===== src/rtl/winocnn_pkg.sv =====
// Shared types and helpers for the Winograd CNN weight path.
// The address helper packs {od, id, k} with a 4-bit element index k.
package winocnn_pkg;

  typedef enum logic [1:0] {IDLE, LOAD, READY, RUN} wtl_state_t;

  localparam int TILE_ELEMS     = 16;
  localparam int TILES_PER_PAIR = 2;
  localparam int K_W            = 4;

  // Tag carried alongside an outstanding SRAM read.
  typedef struct packed {
    logic       valid;
    logic       sel;
    logic [3:0] k;
  } wtl_tag_t;

  function automatic logic [31:0] wtl_pack_addr(input logic [31:0] od,
                                                input logic [31:0] id,
                                                input logic [3:0]  k,
                                                input int          id_w);
    return (od << (id_w + K_W)) | (id << K_W) | 32'(k);
  endfunction

endpackage


===== src/rtl/wtl_rd_pipe.sv =====
// Read-tag pipeline: delays {valid, tile_sel, k} by READ_LAT cycles so each
// SRAM return lands in the tile slot it was issued for.
module wtl_rd_pipe
  import winocnn_pkg::*;
#(
  parameter int READ_LAT = 1
) (
  input  logic       clk,
  input  logic       reset,
  input  logic       issue_valid_i,
  input  logic       issue_sel_i,
  input  logic [3:0] issue_k_i,
  output logic       ret_valid_o,
  output logic       ret_sel_o,
  output logic [3:0] ret_k_o
);

  generate
    for (genvar gi = 0; gi < READ_LAT; gi++) begin : g_stage
      wtl_tag_t stage_q;
      if (gi == 0) begin : g_head
        always_ff @(posedge clk or posedge reset) begin
          if (reset) stage_q <= '0;
          else       stage_q <= '{valid: issue_valid_i, sel: issue_sel_i, k: issue_k_i};
        end
      end else begin : g_tail
        always_ff @(posedge clk or posedge reset) begin
          if (reset) stage_q <= '0;
          else       stage_q <= g_stage[gi-1].stage_q;
        end
      end
    end
  endgenerate

  assign ret_valid_o = g_stage[READ_LAT-1].stage_q.valid;
  assign ret_sel_o   = g_stage[READ_LAT-1].stage_q.sel;
  assign ret_k_o     = g_stage[READ_LAT-1].stage_q.k;

endmodule


===== src/rtl/weight_tile_loader.sv =====
// Weight-side responder of the prepare/start handshake: fetches one or two
// 4x4 transformed weight tiles from SRAM and holds them for the PE array.
module weight_tile_loader
  import winocnn_pkg::*;
#(
  parameter int DW       = 16,
  parameter int OD_W     = 8,
  parameter int ID_W     = 4,
  parameter int READ_LAT = 1
) (
  input  logic                                   clk,
  input  logic                                   reset,
  input  logic [OD_W-1:0]                        weight_od1_i,
  input  logic [OD_W-1:0]                        weight_od2_i,
  input  logic [ID_W-1:0]                        weight_id_i,
  input  logic [OD_W-1:0]                        total_od_i,
  input  logic                                   weight_prepare_i,
  input  logic                                   weight_start_i,
  output logic                                   weight_ready_o,
  output logic                                   wsram_ren_o,
  output logic [OD_W+ID_W+K_W-1:0]               wsram_addr_o,
  input  logic [DW-1:0]                          wsram_rdata_i,
  output logic                                   tile_valid_o,
  output logic [TILES_PER_PAIR*TILE_ELEMS*DW-1:0] tile_o
);

  localparam int AW = OD_W + ID_W + K_W;

  wtl_state_t      state_q, state_d;
  logic [OD_W-1:0] od1_q, od2_q;
  logic [ID_W-1:0] id_q;
  logic            pair_q;
  logic [5:0]      issue_q;

  logic            start_load, pair_d, issue, last_ret;
  logic [5:0]      n_reads;
  logic [OD_W-1:0] issue_od;
  logic            ret_valid, ret_sel;
  logic [3:0]      ret_k;

  assign start_load = (state_q == IDLE) && weight_prepare_i;
  assign pair_d     = weight_od2_i < total_od_i;
  assign n_reads    = pair_q ? 6'd32 : 6'd16;
  assign issue      = (state_q == LOAD) && (issue_q < n_reads);
  assign issue_od   = issue_q[4] ? od2_q : od1_q;

  assign wsram_ren_o  = issue;
  assign wsram_addr_o = issue ? AW'(wtl_pack_addr(32'(issue_od), 32'(id_q), issue_q[3:0], ID_W))
                              : '0;

  always_ff @(posedge clk or posedge reset) begin
    if (reset) begin
      state_q <= IDLE;
      od1_q   <= '0;
      od2_q   <= '0;
      id_q    <= '0;
      pair_q  <= 1'b0;
      issue_q <= '0;
    end else begin
      state_q <= state_d;
      if (start_load) begin
        od1_q   <= weight_od1_i;
        od2_q   <= weight_od2_i;
        id_q    <= weight_id_i;
        pair_q  <= pair_d;
        issue_q <= '0;
      end else if (issue) begin
        issue_q <= issue_q + 6'd1;
      end
    end
  end

  wtl_rd_pipe #(.READ_LAT(READ_LAT)) u_rd_pipe (
    .clk          (clk),
    .reset        (reset),
    .issue_valid_i(issue),
    .issue_sel_i  (issue_q[4]),
    .issue_k_i    (issue_q[3:0]),
    .ret_valid_o  (ret_valid),
    .ret_sel_o    (ret_sel),
    .ret_k_o      (ret_k)
  );

  // The final return is element 15 of tile2 for a pair, of tile1 otherwise.
  assign last_ret = ret_valid && (ret_sel == pair_q) && (ret_k == 4'd15);

  always_comb begin
    state_d = state_q;
    case (state_q)
      IDLE:    if (weight_prepare_i) state_d = LOAD;
      LOAD:    if (last_ret)         state_d = READY;
      READY:   if (weight_start_i)   state_d = RUN;
      RUN:     if (!weight_start_i)  state_d = IDLE;
      default: state_d = IDLE;
    endcase
  end

  generate
    for (genvar gi = 0; gi < TILES_PER_PAIR * TILE_ELEMS; gi++) begin : g_elem
      logic [DW-1:0] elem_q;
      always_ff @(posedge clk or posedge reset) begin
        if (reset) begin
          elem_q <= '0;
        end else if (ret_valid && ({ret_sel, ret_k} == 5'(gi))) begin
          elem_q <= wsram_rdata_i;
        end else if ((gi >= TILE_ELEMS) && start_load && !pair_d) begin
          elem_q <= '0;
        end
      end
      assign tile_o[gi*DW +: DW] = elem_q;
    end
  endgenerate

  assign weight_ready_o = (state_q == READY);
  assign tile_valid_o   = (state_q == RUN);

endmodule


===== config.mk =====
export PLATFORM = sky130hd
export DESIGN_NAME = weight_tile_loader
export DESIGN_NICKNAME = d
export VERILOG_FILES = /design/src/rtl/winocnn_pkg.sv /design/src/rtl/wtl_rd_pipe.sv /design/src/rtl/weight_tile_loader.sv
export SDC_FILE = /design/constraint.sdc
export NUM_CORES = 1
export LEC_CHECK = 0
export CORE_ASPECT_RATIO = 0.5
export CORE_MARGIN = 2
export CORE_UTILIZATION = 44
export DETAILED_ROUTE_END_ITERATION = 8
export GPL_TIMING_DRIVEN = 0
export PLACE_DENSITY = 0.8
export SYNTH_ARGS = -nofsm -noshare
export SYNTH_HDL_FRONTEND = slang
export SYNTH_SLANG_ARGS = --single-unit

===== constraint.sdc =====
create_clock -name clk -period 17.8 [get_ports clk]
set_input_delay 2.67 -clock clk [delete_from_list [all_inputs] [get_ports clk]]
set_output_delay 2.67 -clock clk [all_outputs]
set_load 0.02 [all_outputs]

---- Word-level counts from Yosys, hierarchy flattened ----
Index checks and enable logic that the tools add are counted.
word-level totals
  input bits .............................. 48
  bits in registers ....................... 547
  logic and storage cells ................. 171
  output and inout port bits .............. 531
operators by class
  muxes and demuxes ....................... 27
  bitwise logic cells ..................... 2
  add/sub/neg operators ................... 1
  magnitude comparators ................... 2
  reductions and logical operators ........ 58
  equality and inequality tests ........... 40
operators with widths
  operator                                        count
  2-to-1 mux 16 bit                               18
  == test 5 bit (second input constant)           16
  == test 5 x 4 -> 1 bit (second input constant)  8
  logical AND 1 bit                               37
  nonzero test 2 bit                              17
  == test 5 x 3 -> 1 bit (second input constant)  4
  2-to-1 mux 6 bit                                3
  OR 16 x 4 -> 16 bit                             1
  OR 16 x 8 -> 16 bit                             1
  == test 5 x 2 -> 1 bit (second input constant)  2
  < comparator 8 bit                              1
  2-to-1 mux 2 bit                                4
  2-to-1 mux 8 bit                                1
  != test 2 bit (second input constant)           4
  one-hot mux 2 bit (4 select lines)              1
  adder 6 x 1 -> 6 bit (second input constant)    1
  < comparator 6 bit                              1
  == test 5 x 1 -> 1 bit (second input constant)  1
  zero test 5 bit                                 1
  == test 2 bit (second input constant)           2
  == test 4 bit (second input constant)           1
  AND reduction 4 bit                             1
  == test 2 x 1 -> 1 bit (second input constant)  1
  zero test 2 bit                                 1
  other kinds (2)                                 2

---- Depth between registers and ports, before layout ----
Gate-level depths: netlist (run 1).
  depth after elaboration ................. 5
  gate-level depth with buffers ........... 9

---- Cells and area by module ----
A second synthesis (run 1) with hierarchy kept.
unflattened totals
  cells, all modules ...................... 1689
  area, all modules ....................... 22691.8 µm²
by module, submodules not included
  module              cells an instance  times used  area each (µm²)
  weight_tile_loader  1682               1           22537.9
  wtl_rd_pipe         7                  1           153.9

---- Worst setup path after synthesis (run 1) ----
OpenSTA, ideal clock, no wires.
  kind .................................... input to register
  start ................................... input total_od_i[5]
  end ..................................... register g_elem[22].elem_q[0]
  required time ........................... 17.663 ns
  path slack .............................. 13.360 ns
  arrival ................................. 4.303 ns
  library setup time ...................... 0.137 ns
  path buffers ............................ 2
  stages .................................. 8
  cell sequence ........................... inv_1 > ha_1 > nand2_1 > or3_1 > o221ai_1 > clkbuf_1 > buf_1 > a21oi_1
on the way
  word-level cells in the longest chain between the ends .. 4
ends and longest elaborated chain
  element                       line                       source
  from (decl)                   weight_tile_loader.sv:16   input logic [OD_W-1:0] total_od_i,
  < comparator 8 bit            weight_tile_loader.sv:42   assign pair_d = weight_od2_i < total_od_i;
  zero test 1 bit               weight_tile_loader.sv:106  end else if ((gi >= TILE_ELEMS) && start_load && !pair_d) begin
  logical AND 1 bit             weight_tile_loader.sv:106
  nonzero test 2 bit (no line)  --
  to (signal assigned)          weight_tile_loader.sv:105  elem_q <= wsram_rdata_i;
  to (decl)                     weight_tile_loader.sv:100  logic [DW-1:0] elem_q;
Every way passes these cells.
A chain may end at the register's enable or synchronous reset.

---- Final worst setup path (run 1) ----
  start ................................... register pair_q
  end ..................................... output wsram_ren_o
on the way
  word-level cells in the longest chain between the ends .. 3
ends and longest elaborated chain
  element                 line                      source
  from (decl)             weight_tile_loader.sv:32  logic pair_q;
  from (signal assigned)  weight_tile_loader.sv:65  pair_q <= pair_d;
  2-to-1 mux 6 bit        weight_tile_loader.sv:43  assign n_reads = pair_q ? 6'd32 : 6'd16;
  < comparator 6 bit      weight_tile_loader.sv:44  assign issue = (state_q == LOAD) && (issue_q < n_reads);
  logical AND 1 bit       weight_tile_loader.sv:44
  to (decl)               weight_tile_loader.sv:20  output logic wsram_ren_o,
Every way passes these cells.

==> results of run 1 <==
metrics by stage:
stage	setup WS (ns)	cell area (µm²)	power, mW	std cells
3_3_place_gp	4.161	28970	1.541	2958
2_1_floorplan	7.688	22320	1.422	1690
4_1_cts	12.26	30910	2.643	3059
6_report	12.30	30910	2.629	3060
5_1_grt	12.11	30910	2.713	3060
3_5_place_dp	11.87	29280	1.552	2973
worst max-delay path by stage:
stage                            from                           endpoint  slack (ns)  depth (start not counted)
2_1_floorplan                   reset    g_elem[0].elem_q[0]$_DFFE_PP0P_        7.69                          1
3_3_place_gp                    reset   g_elem[19].elem_q[4]$_DFFE_PP0P_        4.16                          2
3_5_place_dp            total_od_i[7]  g_elem[27].elem_q[15]$_DFFE_PP0P_       11.87                          9
4_1_cts        state_q[1]$_DFFE_PP0P_                        wsram_ren_o       12.26                          6
5_1_grt        state_q[1]$_DFFE_PP0P_                        wsram_ren_o       12.11                          6
6_report           pair_q$_DFFE_PP0P_                        wsram_ren_o       12.30                          6
logic make-up (layout without fill, tap and decap cells):
logic type               Yosys count  count (layout)  share of synthesized area (%)
adder cells (fa/ha/maj)           14              14                         0.7849
flip-flops                       547             547                          61.33
AO/OA/AOI/OAI                    266             266                          6.004
other                              0               1                              0
buffers and inverters            167             846                          3.078
multiplexers                     523             523                          24.90
XOR/XNOR                           6               6                         0.2355
AND/OR/NAND/NOR                  167             167                          3.667
state kept, by name, indices dropped and copies added, names as in the netlist:
signal / flops
od1_q: 8
u_rd_pipe.ret_k_o: 4
u_rd_pipe.ret_valid_o: 1
od2_q: 8
id_q: 4
state_q: 2
issue_q: 6
pair_q: 1
g_elem.elem_q: 512
u_rd_pipe.ret_sel_o: 1
layout make-up:
cell class	count	area [µm²]	share of cell area, %
Clock buffer	74	1460	4.723
Inverter	13	52.55	0.1700
Sequential cell	547	13690	44.28
Tap cell	690	863.3	2.793
Multi-Input combinational cell	976	7943	25.69
Buffer	154	638.1	2.064
Timing Repair Buffer	593	6093	19.71
Antenna cell	1	2.502	0.008095
Clock inverter	12	173.9	0.5626
cell usage in the layout, fill, tap and decap left out, drive strengths merged:
cell type	synthesis	routed
clkdlybuf4s50	0	578
dfrtp	547	547
and3b	1	1
nand4b	2	2
and4	1	1
or3	4	4
xor2	5	5
a31oi	1	1
clkinvlp	0	2
and2	8	8
nor3	2	2
o221ai	1	1
mux2i	266	266
xnor2	1	1
nor2b	4	4
inv	13	15
clkbuf	102	176
o21ai	3	3
nand2	78	78
and3	11	11
mux2	257	257
or3b	1	1
buf	52	67
nand4bb	1	1
ha	14	14
nand3	1	1
nand2b	4	4
nor2	40	40
a21oi	260	260
or2	2	2
nand4	6	6
clkinv	0	4
a211o	1	1
bufinv	0	4
nor3b	1	1
diode	0	1
per-layer routing:
layer	share of wire (%)	wire length, µm	vias to the layer above
li1	-	-	7192
met1	39	29680	8699
met2	49	37710	634
met3	5.1	3902	244
met4	7.3	5624	0
met5	0	0	-
where the power goes:
part	internal, mW	switching, mW	total [mW]
clock network	0.624	0.476	1.10
registers	1.27	0.0154	1.29
logic	0.0906	0.152	0.243
==> impl_metrics.ini, run 1 <==
[logic_synthesis]
syn_area_per_cell_um2 = 13.21
syn_nets = 1752
synth-edff-count = 0
ys_seq_area_share_pct = 61.33
syn-cell-area_um2 = 22320
yosys_warnings = 0
ys_ff_latch = 547
synth_cell_types = 35
syn-instance-count = 1690
async_reset_ff_share_pct = 100.0
synth_commonest_cells = dfrtp_1 (547), mux2i_1 (266), a21oi_1 (260), mux2_2 (257), clkbuf_1 (100)
synth-main-ff-cell = dfrtp_1
ys_top_cells_by_area = dfrtp_1 (61%), mux2_2 (13%), mux2i_1 (12%)
synth_top_cell_by_area = dfrtp_1
synth.most_common_cell = dfrtp_1
synth_top_area_share_pct = 61.33

[hold_path]
hold_path.class = reg -> reg
worstHoldStart = issue_q[4]$_DFFE_PP0P_
hold_end = u_rd_pipe.ret_sel_o$_DFF_PP0_
hold_depth = 0

[finish]
final_core_util_pct = 61.65
fill_cells = 3857
area_delta_synth_final_pct = 38.52
nets = 2396
drive_above_1_share_pct = 17.35

[critical_path]
cp-end-kind = output pin
critPathMaxStageDelay_ns = 0.66
required_ns = 15.13
path_cells = inv_1, ha_1, o21ai_0, nand2_1, inv_1, clkdlybuf4s50_1
worstRegToRegCells = 5
rrSetupSlack_ns = 14.95
worstSetupPathType = reg -> out
worst-path-buf-inv = 3
cp.arrival_ns = 2.83
cpMostUsedCell = inv_1
crit_fanout = 10
timing.rr.end = g_elem[15].elem_q[0]$_DFFE_PP0P_
path_delay_family = buffers and inverters
rr_startpoint = u_rd_pipe.ret_k_o[0]$_DFF_PP0_
start_kind = flip-flop
slowest_stage = clkdlybuf4s50_1

[clocking]
insertion_delay_ns = 0.59
cts_sinks = 547
cts_buffers = 49
cts.clk_slew.worst_paths_ns = 0.06
hold_buffers = 0
post_cts_buffers = 0
post_cts_resized = 0
clock_path_buffers = 3
cts_tree = yes
clockRootBuffer = clkbuf_16
h-tree-depth = 2

[timing]
clock.fmax_mhz = 181.9
fin_tns_setup_ns = 0
finalWorstPathRequiredPeriod_ns = 5.499
finalCritPeriodShare_pct = 30.89
whs_ns = 0.4006
drv_slew = 0
setup_viol = 0
rsz0062_at_grt = false
slew_headroom_pct = 25.42
max_slew.worst_pin.slew_ns = 1.115
hold_viol_final = 0
clock_skew_ns = 0.02949

[grt]
grt_antenna_before_repair = 3
grt_pass1_vias = 16860
track_usage_pct = 28.77
grt_use_met1_pct = 35.28
grt_busiest_layer = met2
grt_max_degree = 44
grt-ovfl-total = 0
grt_pass1_wl_um = 112100
grt_util_met2_pct = 47.89
met3_usage_pct = 4.650

[floorplan]
die_area_um2 = 52650
rows = 58
die_x_um = 322.5
die_y_um = 163.3
core-area_um2 = 50150
initial_utilization_pct = 44.51
ios = 579

[placement]
io_buffers = 578
place_hpwl_um = 57160
place_congestion = 0.8565

[route]
wirelength_um = 76920
ant_nets = 0
vias_per_cell = 5.480
wl_per_cell_um = 25.14
drt_iter0_markers = 1340
route.detailed.drc = 0
drt-pass1-iter-count = 5
via_count = 16770

[status]
outcome = finished, final reports clean

[pwr]
max-vdd-ir-drop_v = 0.00007293
p_per_area_nw_per_um2 = 85.04
p_leak_nw = 13.85

[flow_run]
maxCapViolations = 0
(Power assumes the default switching activity.)
==> run 2: changes to the inputs <==
- CORE_UTILIZATION: 44 -> 49
- PLACE_DENSITY: 0.8 -> 0.84
- clock period: 17.8 -> 5.62 ns (I/O delays scaled with it)
==> impl_metrics.ini, run 2 (synthesized netlist as in run 1, its figures left out) <==
[finish]
nets = 2396
regArea_um2 = 13690
regMostFlops = g_elem.elem_q
mostFrequentLayoutCell = clkdlybuf4s50_1
drive_above_1_share_pct = 17.33
largest_reg_flops = 512
stdcell_area_um2 = 30740
reg.largest.list = g_elem.elem_q (512), od1_q (8), od2_q (8)
fill_cells = 3133
most-common-layout-cells = clkdlybuf4s50_1 (578), dfrtp_1 (547), mux2i_1 (266)
multi_input_area_um2 = 7943
area_delta_synth_final_pct = 37.75

[timing]
finalWorstSetupSlack_ns = 1.895
hold_viol_final = 0
clock.fmax_mhz = 268.5
clock_skew_ns = 0.01539
finalWorstPathRequiredPeriod_ns = 3.725
setup_viol = 0
rsz0062_at_grt = false
fin_tns_setup_ns = 0
slew_headroom_pct = 34.21
drv_slew = 0
finalCritPeriodShare_pct = 66.28
max_slew.worst_pin.slew_ns = 0.9868

[critical_path]
start_kind = flip-flop
required_ns = 4.78
cp-startpoint = state_q[1]$_DFFE_PP0P_
crit_fanout = 10
worstSetupPathType = reg -> out
cp-end-kind = output pin
cp.arrival_ns = 2.88
rr_startpoint = u_rd_pipe.ret_k_o[0]$_DFF_PP0_

[clocking]
post_cts_buffers = 0
cts_sinks = 547
cts_buffers = 49
insertion_delay_ns = 0.57
post_cts_resized = 0
cts.clk_slew.worst_paths_ns = 0.07
clockRootBuffer = clkbuf_16
hold_buffers = 0
clock_path_buffers = 3
cts_tree = yes
h-tree-depth = 2

[grt]
grt-ovfl-total = 0
track_usage_pct = 31.65
grt_util_met2_pct = 52.55
met3_usage_pct = 5.367
grt_pass1_vias = 17220
grt_max_degree = 43
grt_use_met1_pct = 38.56
grt_antenna_before_repair = 2
grt_busiest_layer = met2
grt_pass1_wl_um = 111900

[placement]
place_congestion = 0.8582
place_hpwl_um = 55980
io_buffers = 578
pre_cts_ws_ns = 1.529
dpl_cell_area_um2 = 29160

[flow_run]
maxCapViolations = 0

[pwr]
max-vdd-ir-drop_v = 0.0002707
p_per_area_nw_per_um2 = 267.6
p_total_mw = 8.227
p_leak_nw = 13.82

[route]
vias_per_cell = 5.712
wl_per_cell_um = 25.88
route.detailed.drc = 0
drt_iter0_markers = 1416
ant_nets = 0
drt-pass1-iter-count = 5
wirelength_um = 76720
via_count = 16940

[floorplan]
die_x_um = 305.8
ios = 579
initial_utilization_pct = 49.51
rows = 55
die_area_um2 = 47370
core-area_um2 = 45070
die_y_um = 154.9

[hold_path]
worstHoldStart = issue_q[4]$_DFFE_PP0P_
hold_path.class = reg -> reg

[status]
outcome = finished, final reports clean
==> run 2: cell count changes in the layout (fill, tap and decap cells not counted), sizes merged <==
| cell | previous run | this run |
|---|---|---|
| clkinv | 4 | 8 |
| clkinvlp | 2 | 3 |
| inv | 15 | 12 |
| bufinv | 4 | 2 |
| clkbuf | 176 | 173 |
==> run 2: final cells by class <==
cell class | count | share of cell area, %
flip-flops and latches | 547 | 44.53
well taps | 598 | 2.434
diodes | 1 | 0.008140
plain buffers | 154 | 2.076
multi-input cells | 976 | 25.84
clock buffers | 71 | 4.717
repair buffers | 593 | 19.80
clock inverters | 12 | 0.4355
inverters | 13 | 0.1709
==> run 2: worst max-delay path, cell delays in order, from the launching register on <==
cell,delay [ns]
dfrtp_1,0.42
inv_1,0.12
ha_1,0.21
nor2b_1,0.28
nand2_1,0.34
inv_1,0.27
clkdlybuf4s50_1,0.65
==> run 2: per-stage QoR <==
| stage | hold WS, ns | std cells | utilization, % |
|---|---|---|---|
| finish | 0.3821 | 2965 | 68.20 |
| global route | 0.4242 | 2964 | 68.20 |
| CTS | 0.3864 | 2964 | 68.20 |
| detailed placement | 0.3767 | 2881 | 64.68 |
| global placement | 0.3790 | 2866 | 64.02 |
| floorplan | 0.3673 | 1690 | - |
==> run 2: metal layers <==
layer,vias to the layer above,share of wire (%),routed length [µm]
met5,-,0,0
met4,0,7.9,6064
met3,276,4.9,3785
met2,678,49,37490
met1,8804,38,29380
li1,7178,-,-
==> run 2: path summary, 6_finish.rpt <==
| path | to | slack (ns) | cells after the start |
|---|---|---|---|
| max in group asynchronous | g_elem[23].elem_q[12]$_DFFE_PP0P_ | 3.41 | 6 |
| worst min register to register | u_rd_pipe.ret_sel_o$_DFF_PP0_ | 0.38 | 0 |
| worst max register to register | g_elem[15].elem_q[8]$_DFFE_PP0P_ | 2.84 | 5 |
| worst min-delay path | u_rd_pipe.ret_sel_o$_DFF_PP0_ | 0.38 | 0 |
| worst max-delay path | wsram_ren_o | 1.90 | 6 |
| min in group asynchronous | g_elem[4].elem_q[12]$_DFFE_PP0P_ | 0.77 | 2 |
==> run 2: power by group <==
group | leakage [nW] | internal [mW] | switching [mW]
Clock | 0.776 | 1.88 | 1.50
Combinational | 6.02 | 0.287 | 0.483
Sequential | 7.03 | 4.02 | 0.0505
Total | 13.8 | 6.19 | 2.04
==> variant, RTL diff (flow settings as in run 2) <==
`READ_LAT` is set to 1 in 2 places; all go to 2.
--- a/src/rtl/wtl_rd_pipe.sv
+++ b/src/rtl/wtl_rd_pipe.sv
@@ -3,7 +3,7 @@
 module wtl_rd_pipe
   import winocnn_pkg::*;
 #(
-  parameter int READ_LAT = 1
+  parameter int READ_LAT = 2
 ) (
   input  logic       clk,
   input  logic       reset,
--- a/src/rtl/weight_tile_loader.sv
+++ b/src/rtl/weight_tile_loader.sv
@@ -6,7 +6,7 @@
   parameter int DW       = 16,
   parameter int OD_W     = 8,
   parameter int ID_W     = 4,
-  parameter int READ_LAT = 1
+  parameter int READ_LAT = 2
 ) (
   input  logic                                   clk,
   input  logic                                   reset,
Formal check against the unedited RTL: not equivalent (a bounded check fails within 4 cycles, from zero or initial values and one cycle with reset high).
==> variant against run 2 <==
  * Power rose by 2.6%
  * Area after synthesis rose by 0.57%
  * Final area rose by 0.49%
  * Wire length rose by 0.52%
  * Combinational power rose by 7.2%
  * Worst setup slack improved by 0.075 ns
  * Sequential cell count rose by 6
  * Critical endpoint unchanged
  * Sequential share of layout area rose by 0.27 points
==> variant: results (changes against run 2) <==
* Post-Synth XOR/XNOR Area at 0.2341% (was 0.2355%)
* Clock Skew at 0.01894 ns (was 0.01539 ns)
* Combinational power share at 9.8% (was 9.3%)
* Crit path arrival time at 2.81 ns (was 2.88 ns)
* Pleak at 13.60 nW (was 13.82 nW)
* Post-layout net count at 2390 (was 2396)
* Vias per cell at 5.730 (was 5.712)
* RR Endpoint: g_elem[11].elem_q[3] (was g_elem[15].elem_q[8])
* ClkCell Share at 5.281% (was 5.153%)
* Hold_sp: u_rd_pipe.g_stage[0].stage_q[4] (was issue_q[4])
* Area contributors post-synth: dfrtp_1 (62%), mux2_2 (13%), mux2i_1 (12%), a21oi_1 (5.9%), clkbuf_1 (1.7%) (was dfrtp_1 (61%), mux2_2 (13%), mux2i_1 (12%), a21oi_1 (5.8%), clkbuf_1 (1.7%))
* P_clk at 3.48 mW (was 3.38 mW)
* Vias in the first global route at 17208 (was 17215)
* Filler instances at 3167 (was 3133)
* Place WS at 1.593 ns (was 1.529 ns)
* Int Power at 6.344 mW (was 6.189 mW)
* Final WS setup at 1.970 ns (was 1.895 ns)
* Final non-clock buffer share at 21.57% (was 21.87%)
* Top post-synthesis cells by count: dfrtp_1 (553), mux2i_1 (266), a21oi_1 (263) (was dfrtp_1 (547), mux2i_1 (266), a21oi_1 (260))
* Core ar. at 45210 sq um (was 45070 sq um)
* Placer congestion estimate at 0.9085 (was 0.8582)
* Clock tree sinks at 553 (was 547)
* Multi-input comb cells at 975 (was 976)
* FF-to-FF setup slack at 2.79 ns (was 2.84 ns)
* Sequential Area at 13840 sq um (was 13690 sq um)
* ANT cells at 0 (was 1)
* First-pass GRT wire length at 113.0 mm (was 111.9 mm)
* Yosys cell types at 36 (was 35)
* Synthesis-to-layout area growth at 37.65% (was 37.75%)
* Sequential share of the synthesized area at 61.66% (was 61.33%)
* R2R cell count at 4 (was 5)
* Initial antenna violation count at 3 (was 2)
* Post-DP HPWL at 56.26 mm (was 55.98 mm)
* Tot GR Track Use at 31.67% (was 31.65%)
* Status: finished clean (unchanged)
* Layout cells sized above 1 at 17.13% (was 17.33%)
* Signal buffers at 736 (was 747)
* Multi-input combinational area share at 25.76% (was 25.84%)
* Syn Nets at 1747 (was 1752)
* Post-synthesis adder-cell area fraction at 0.7805% (was 0.7849%)
* Initial detailed-routing violation count at 1532 (was 1416)
-- variant: changes by cell type in the layout (fill, tap and decap cells not counted), sizes merged, moves of 3 or more --
cell / delta
nand3: +5
clkbuf: +4
buf: -9
a21oi: +3
dfrtp: +6
and2: -5
and3: -3
-- variant: routing by layer --
| metal | part of all wire, % | vias to the layer above | track usage, % |
|---|---|---|---|
| met5 | 0 | - | 0 |
| met4 | 7.7 | 0 | 20.07 |
| met3 | 5.0 | 272 | 4.686 |
| met2 | 49 | 653 | 53.23 |
| met1 | 38 | 8852 | 38.90 |
| li1 | - | 7196 | - |
-- variant: stage by stage --
step / hold WS, ns / instances / setup TNS, ns / power [mW]
2_1_floorplan: 0.3312 / 1685 / -1520.09 / 4.590
3_3_place_gp: 0.3356 / 2861 / -3360.81 / 4.991
3_5_place_dp: 0.3347 / 2875 / 0 / 5.029
4_1_cts: 0.3518 / 2962 / 0 / 8.459
5_1_grt: 0.3648 / 2962 / 0 / 8.673
6_report: 0.3539 / 2962 / 0 / 8.444
